**src/rtl/mem_arbiter_pkg.sv**
```systemverilog
// rtl/mem_arbiter_pkg.sv - shared encodings and defaults for the unified-memory arbiter
package mem_arbiter_pkg;

  localparam int MEM_LAT_DEFAULT = 4;

  typedef enum logic [1:0] {
    IDLE = 2'd0,
    BUSY = 2'd1,
    RESP = 2'd2
  } arbStateT;

  typedef enum logic {
    OWN_I = 1'b0,
    OWN_D = 1'b1
  } ownerT;

endpackage

```
**src/rtl/mem_arb_cnt.sv**
```systemverilog
// rtl/mem_arb_cnt.sv - loadable down-counter that times one memory access
module mem_arb_cnt #(
  parameter int W = 3
) (
  input  logic         clk,
  input  logic         rst,
  input  logic         load,
  input  logic [W-1:0] loadVal,
  input  logic         dec,
  output logic         zero
);

  logic [W-1:0] count;

  always_ff @(posedge clk or negedge rst) begin
    if (!rst) begin
      count <= '0;
    end else if (load) begin
      count <= loadVal;
    end else if (dec && (count != '0)) begin
      count <= count - W'(1);
    end
  end

  assign zero = (count == '0);

endmodule

```
**src/rtl/mem_arbiter.sv**
```systemverilog
// rtl/mem_arbiter.sv - arbitrates fetch and data ports onto one multi-cycle memory
module mem_arbiter
  import mem_arbiter_pkg::*;
#(
  parameter int MEM_LAT = MEM_LAT_DEFAULT,
  parameter int AW      = 16,
  parameter int DW      = 16
) (
  input  logic          clk,
  input  logic          rst,
  input  logic          i_req,
  input  logic [AW-1:0] i_addr,
  output logic          i_done,
  output logic [DW-1:0] i_rdata,
  output logic          i_stall,
  input  logic          d_req,
  input  logic          d_wr,
  input  logic          d_dump,
  input  logic [AW-1:0] d_addr,
  input  logic [DW-1:0] d_wdata,
  output logic          d_done,
  output logic [DW-1:0] d_rdata,
  output logic          d_stall,
  output logic          mem_en,
  output logic          mem_wr,
  output logic          mem_dump,
  output logic [AW-1:0] mem_addr,
  output logic [DW-1:0] mem_wdata,
  input  logic [DW-1:0] mem_rdata,
  output logic          err
);

  localparam int CW = $clog2(MEM_LAT) + 1;

  arbStateT      state, stateNext;
  ownerT         owner, lastGrant, grantOwn;
  logic          grant, cntZero, ownerReq, busy, resp;
  logic          wrQ, dumpQ, errQ;
  logic [AW-1:0] addrQ, selAddr;
  logic [DW-1:0] wdataQ, rdataQ;

  assign busy     = (state == BUSY);
  assign resp     = (state == RESP);
  assign ownerReq = (owner == OWN_D) ? d_req : i_req;

  // Data port wins a tie unless it won the previous grant.
  always_comb begin
    stateNext = state;
    grant     = 1'b0;
    grantOwn  = (d_req && (!i_req || (lastGrant != OWN_D))) ? OWN_D : OWN_I;
    selAddr   = (grantOwn == OWN_D) ? d_addr : i_addr;
    case (state)
      IDLE: begin
        if (i_req || d_req) begin
          grant     = 1'b1;
          stateNext = selAddr[0] ? RESP : BUSY;
        end
      end
      BUSY:    if (cntZero) stateNext = RESP;
      RESP:    stateNext = IDLE;
      default: stateNext = IDLE;
    endcase
  end

  always_ff @(posedge clk or negedge rst) begin
    if (!rst) state <= IDLE;
    else      state <= stateNext;
  end

  always_ff @(posedge clk or negedge rst) begin
    if (!rst) begin
      owner     <= OWN_I;
      lastGrant <= OWN_I;
      addrQ     <= '0;
      wrQ       <= 1'b0;
      wdataQ    <= '0;
      dumpQ     <= 1'b0;
      errQ      <= 1'b0;
      rdataQ    <= '0;
    end else if (grant) begin
      owner     <= grantOwn;
      lastGrant <= grantOwn;
      addrQ     <= selAddr;
      wrQ       <= (grantOwn == OWN_D) & d_wr;
      wdataQ    <= (grantOwn == OWN_D) ? d_wdata : '0;
      dumpQ     <= (grantOwn == OWN_D) & d_dump;
      errQ      <= selAddr[0];
      rdataQ    <= '0;
    end else if (busy) begin
      // A requester abandoning its access mid-flight is flagged, but the access still finishes.
      if (!ownerReq) errQ <= 1'b1;
      if (cntZero)   rdataQ <= wrQ ? '0 : mem_rdata;
    end
  end

  mem_arb_cnt #(.W(CW)) uCnt (
    .clk     (clk),
    .rst     (rst),
    .load    (grant & ~selAddr[0]),
    .loadVal (CW'(MEM_LAT - 1)),
    .dec     (busy),
    .zero    (cntZero)
  );

  assign mem_en    = busy;
  assign mem_wr    = busy & wrQ;
  assign mem_dump  = busy & dumpQ;
  assign mem_addr  = busy ? addrQ : '0;
  assign mem_wdata = busy ? wdataQ : '0;

  assign i_done  = resp & (owner == OWN_I);
  assign d_done  = resp & (owner == OWN_D);
  assign i_rdata = i_done ? rdataQ : '0;
  assign d_rdata = d_done ? rdataQ : '0;
  assign err     = resp & errQ;
  assign i_stall = i_req & ~i_done;
  assign d_stall = d_req & ~d_done;

endmodule
```
**config.mk**
```make
export PLATFORM = sky130hd
export DESIGN_NAME = mem_arbiter
export DESIGN_NICKNAME = d
export VERILOG_FILES = /design/src/rtl/mem_arbiter_pkg.sv /design/src/rtl/mem_arb_cnt.sv /design/src/rtl/mem_arbiter.sv
export SDC_FILE = /design/constraint.sdc
export NUM_CORES = 1
export LEC_CHECK = 0
export BUFFER_PORTS_ARGS = -buffer_cell sky130_fd_sc_hd__buf_4
export CAP_MARGIN = 20
export CORE_UTILIZATION = 45
export DETAILED_ROUTE_END_ITERATION = 12
export PLACE_DENSITY = 0.76
export SLEW_MARGIN = 10
export SYNTH_ARGS = -nofsm -noshare
export SYNTH_HDL_FRONTEND = slang
export SYNTH_HIERARCHICAL = 1
export SYNTH_SLANG_ARGS = --single-unit
```
**constraint.sdc**
```tcl
create_clock -name clk -period 4.2 [get_ports clk]
set_input_delay 0.84 -clock clk [delete_from_list [all_inputs] [get_ports clk]]
set_output_delay 0.84 -clock clk [all_outputs]
set_load 0.005 [all_outputs]
```
==> impl_metrics.toml <==
[outcome]
status = "finished clean"

[timing]
skew_ns = 0.00930
slew_headroom_pct = 33.2
report.final.slew_viol_count = 0
fin_crit_ns = 2.98
fmax_mhz = 336
setup_viol_count_final = 0
hold_violations = 0
final.period_utilization_pct = 71.0
fin_tns_setup_ns = 0
rsz0062_at_grt = "false"
worst_pin_slew_ns = 0.998
holdWs_ns = 0.496

[drt]
first_iter_violations = 55
wire_per_inst_um = 15.3
vias_per_cell = 5.05
routed-via-count = 2375
drtAntennaViolNets = 0
dr.pass1.iters = 4
wl_um = 7180
drc_errors = 0

[setup_path]
r2r-end = "uCnt/count[1]$_DFFE_PN0P_"
worst_setup_path_end_kind = "primary output"
path_max_fanout = 21
r2r_slack_ns = 1.70
start_kind = "flop"
reg2reg_from = "lastGrant$_DFFE_PN0P_"
crit_type = "reg2out"
worst_ep_required_time_ns = 3.36
crit_path_top_delay_cell = "nor2_2"
cpMostUsedCell = "buf_4"
startpoint = "state[0]$_DFFE_PN0P_"
arrival_ns = 2.14
crit_chain = "inv_1, nor2_2, buf_4, and2_1, buf_4"
worstRegToRegCells = 5
slowest_delay_ns = 0.54

[power_and_ir_drop]
peakVddDrop_uv = 334
total_power_w = 0.00247
p_per_area_mw_per_mm2 = 585
power_leakage_nw = 2.18

[yosys]
synth_area_leaders = "dfrtp_1, and2_1, a22o_1"
netlist_instances = 250
synthMuxAreaShare_pct = 13.8
synth-simple-area-share_pct = 19.1
synth-seq-area-share_pct = 48.9
synthFlopType = "dfrtp_1"
synth_warnings = 6
synth_edf_count = 0
synth_area_per_cell_um2 = 11.7
synth_top_area_cell = "dfrtp_1"
synth-xor-area-share_pct = 0
synth_fa_ha_area_share_pct = 0.858
yosys.area.top_type_share_pct = 48.9
synth_top_family_by_area = "simple AND/OR/NAND/NOR gates"
netlist-cell-type-count = 34
synth-seq-cells = 57
async_flop_share_pct = 100
synth_compound_area_share_pct = 13.3
netlist_area_mm2 = 0.00292

[clocking]
cts_resized = 0
clkSinkCount = 57
clkTransAtPathRegs_ns = 0.06
hold_buffers = 0
cts_buffers = 9
clock_latency_ns = 0.32
post_cts_buffers = 0
cts_max_level = 3
clockRootBuffer = "clkbuf_8"
cts_buffer_depth = 2
cts_tree = "yes"

[floorplanning]
die_area_mm2 = 0.00680
start_util_pct = 47.8
die_x_um = 82.5
fp.dieH_um = 82.5
core_area_mm2 = 0.00610
num_rows = 28
ios = 142

[global_route]
grt_pass1_vias = 2391
grt_pass1_wl_um = 11300
grt-ovfl-total = 0
grt_max_degree = 58
antenna_found_initial = 0
grtUsageTotal_pct = 22.8

[layout]
final_cell_mix = "buf_4, and2_1, dfrtp_1"
layout-drive-gt1-share_pct = 48.9
syn2layout_area_growth_pct = 44.8
layout_commonest_cell = "buf_4"
diodes = 0
final_nets = 462

[hold_path]
holdCritStartpoint = "addrQ[7]$_DFFE_PN0P_"
hold_class = "reg2reg"
hold_path_depth = 1
hold_path_end = "addrQ[7]$_DFFE_PN0P_"

[placement]
gp_congestion = 0.804
dp_hpwl_um = 5200
io_buffers = 141

[run]
cap_violations = 0
==> worst max-delay path by stage <==
stage / end / cells after the start
floorplan: uCnt/count[1]$_DFFE_PN0P_ / 7
global placement: uCnt/count[1]$_DFFE_PN0P_ / 6
detailed placement: uCnt/count[1]$_DFFE_PN0P_ / 6
CTS: mem_addr[9] / 5
global route: mem_addr[9] / 5
finish: mem_addr[9] / 5
==> cells in the mapped netlist, types with 3 or more instances <==
| cell type | n |
|---|---|
| and2_1 | 66 |
| or4b_1 | 3 |
| dfrtp_1 | 57 |
| mux2_4 | 9 |
| inv_1 | 6 |
| nand2_1 | 4 |
| mux2_2 | 22 |
| buf_2 | 6 |
| nor2b_1 | 3 |
| nor2_1 | 3 |
| clkbuf_1 | 7 |
| a22o_1 | 34 |
==> sequential cells by signal, indices dropped and copies added (netlist names) <==
name / count
dumpQ: 1
rdataQ: 16
uCnt/count: 3
wrQ: 1
state: 2
addrQ: 16
lastGrant: 1
wdataQ: 16
errQ: 1
==> critical path, delay by kind of cell, from the launching register on <==
family / cells / cell delay [ns]
AND/OR/NAND/NOR: 2 / 0.70
buffers and inverters: 3 / 0.61
flip-flops: 1 / 0.51
==> cell families (layout without fill, tap and decap cells) <==
family,after synthesis,count (layout)
AO/OA/AOI/OAI,46,46
adder cells (fa/ha/maj),2,2
buffers and inverters,22,166
flip-flops,57,57
multiplexers,33,33
other,2,3
AND/OR/NAND/NOR,88,88
==> power by group <==
group | internal, W | switching (W)
clock | 0.000331 | 0.000210
sequential | 0.000787 | 0.000145
combinational | 0.000550 | 0.000447
==> cell type report <==
| class | count | area [µm²] |
|---|---|---|
| fill | 471 | 1880 |
| sequential | 57 | 1430 |
| multi-input combinational | 172 | 1390 |
| timing repair buffer | 144 | 1080 |
| clock buffer | 10 | 128 |
| tap | 75 | 93.8 |
| clock inverter | 6 | 82.6 |
| inverter | 6 | 22.5 |
==> metal layers <==
metal	wire [µm]	global-route usage (%)
met1	2860	26.3
met2	3760	38.3
met3	332	5.49
met4	228	13.8
met5	0	0
==> through the flow <==
stage,setup WS (ns),utilization [%],cells,cell area [µm²]
after floorplan,1.80,-,251,2920
after global placement,1.21,65.8,454,4010
after detailed placement,1.08,65.8,454,4010
after CTS,1.17,69.2,470,4220
after global routing,0.988,69.2,470,4220
final,1.22,69.2,470,4220
Power figures use the tool's default switching activity.
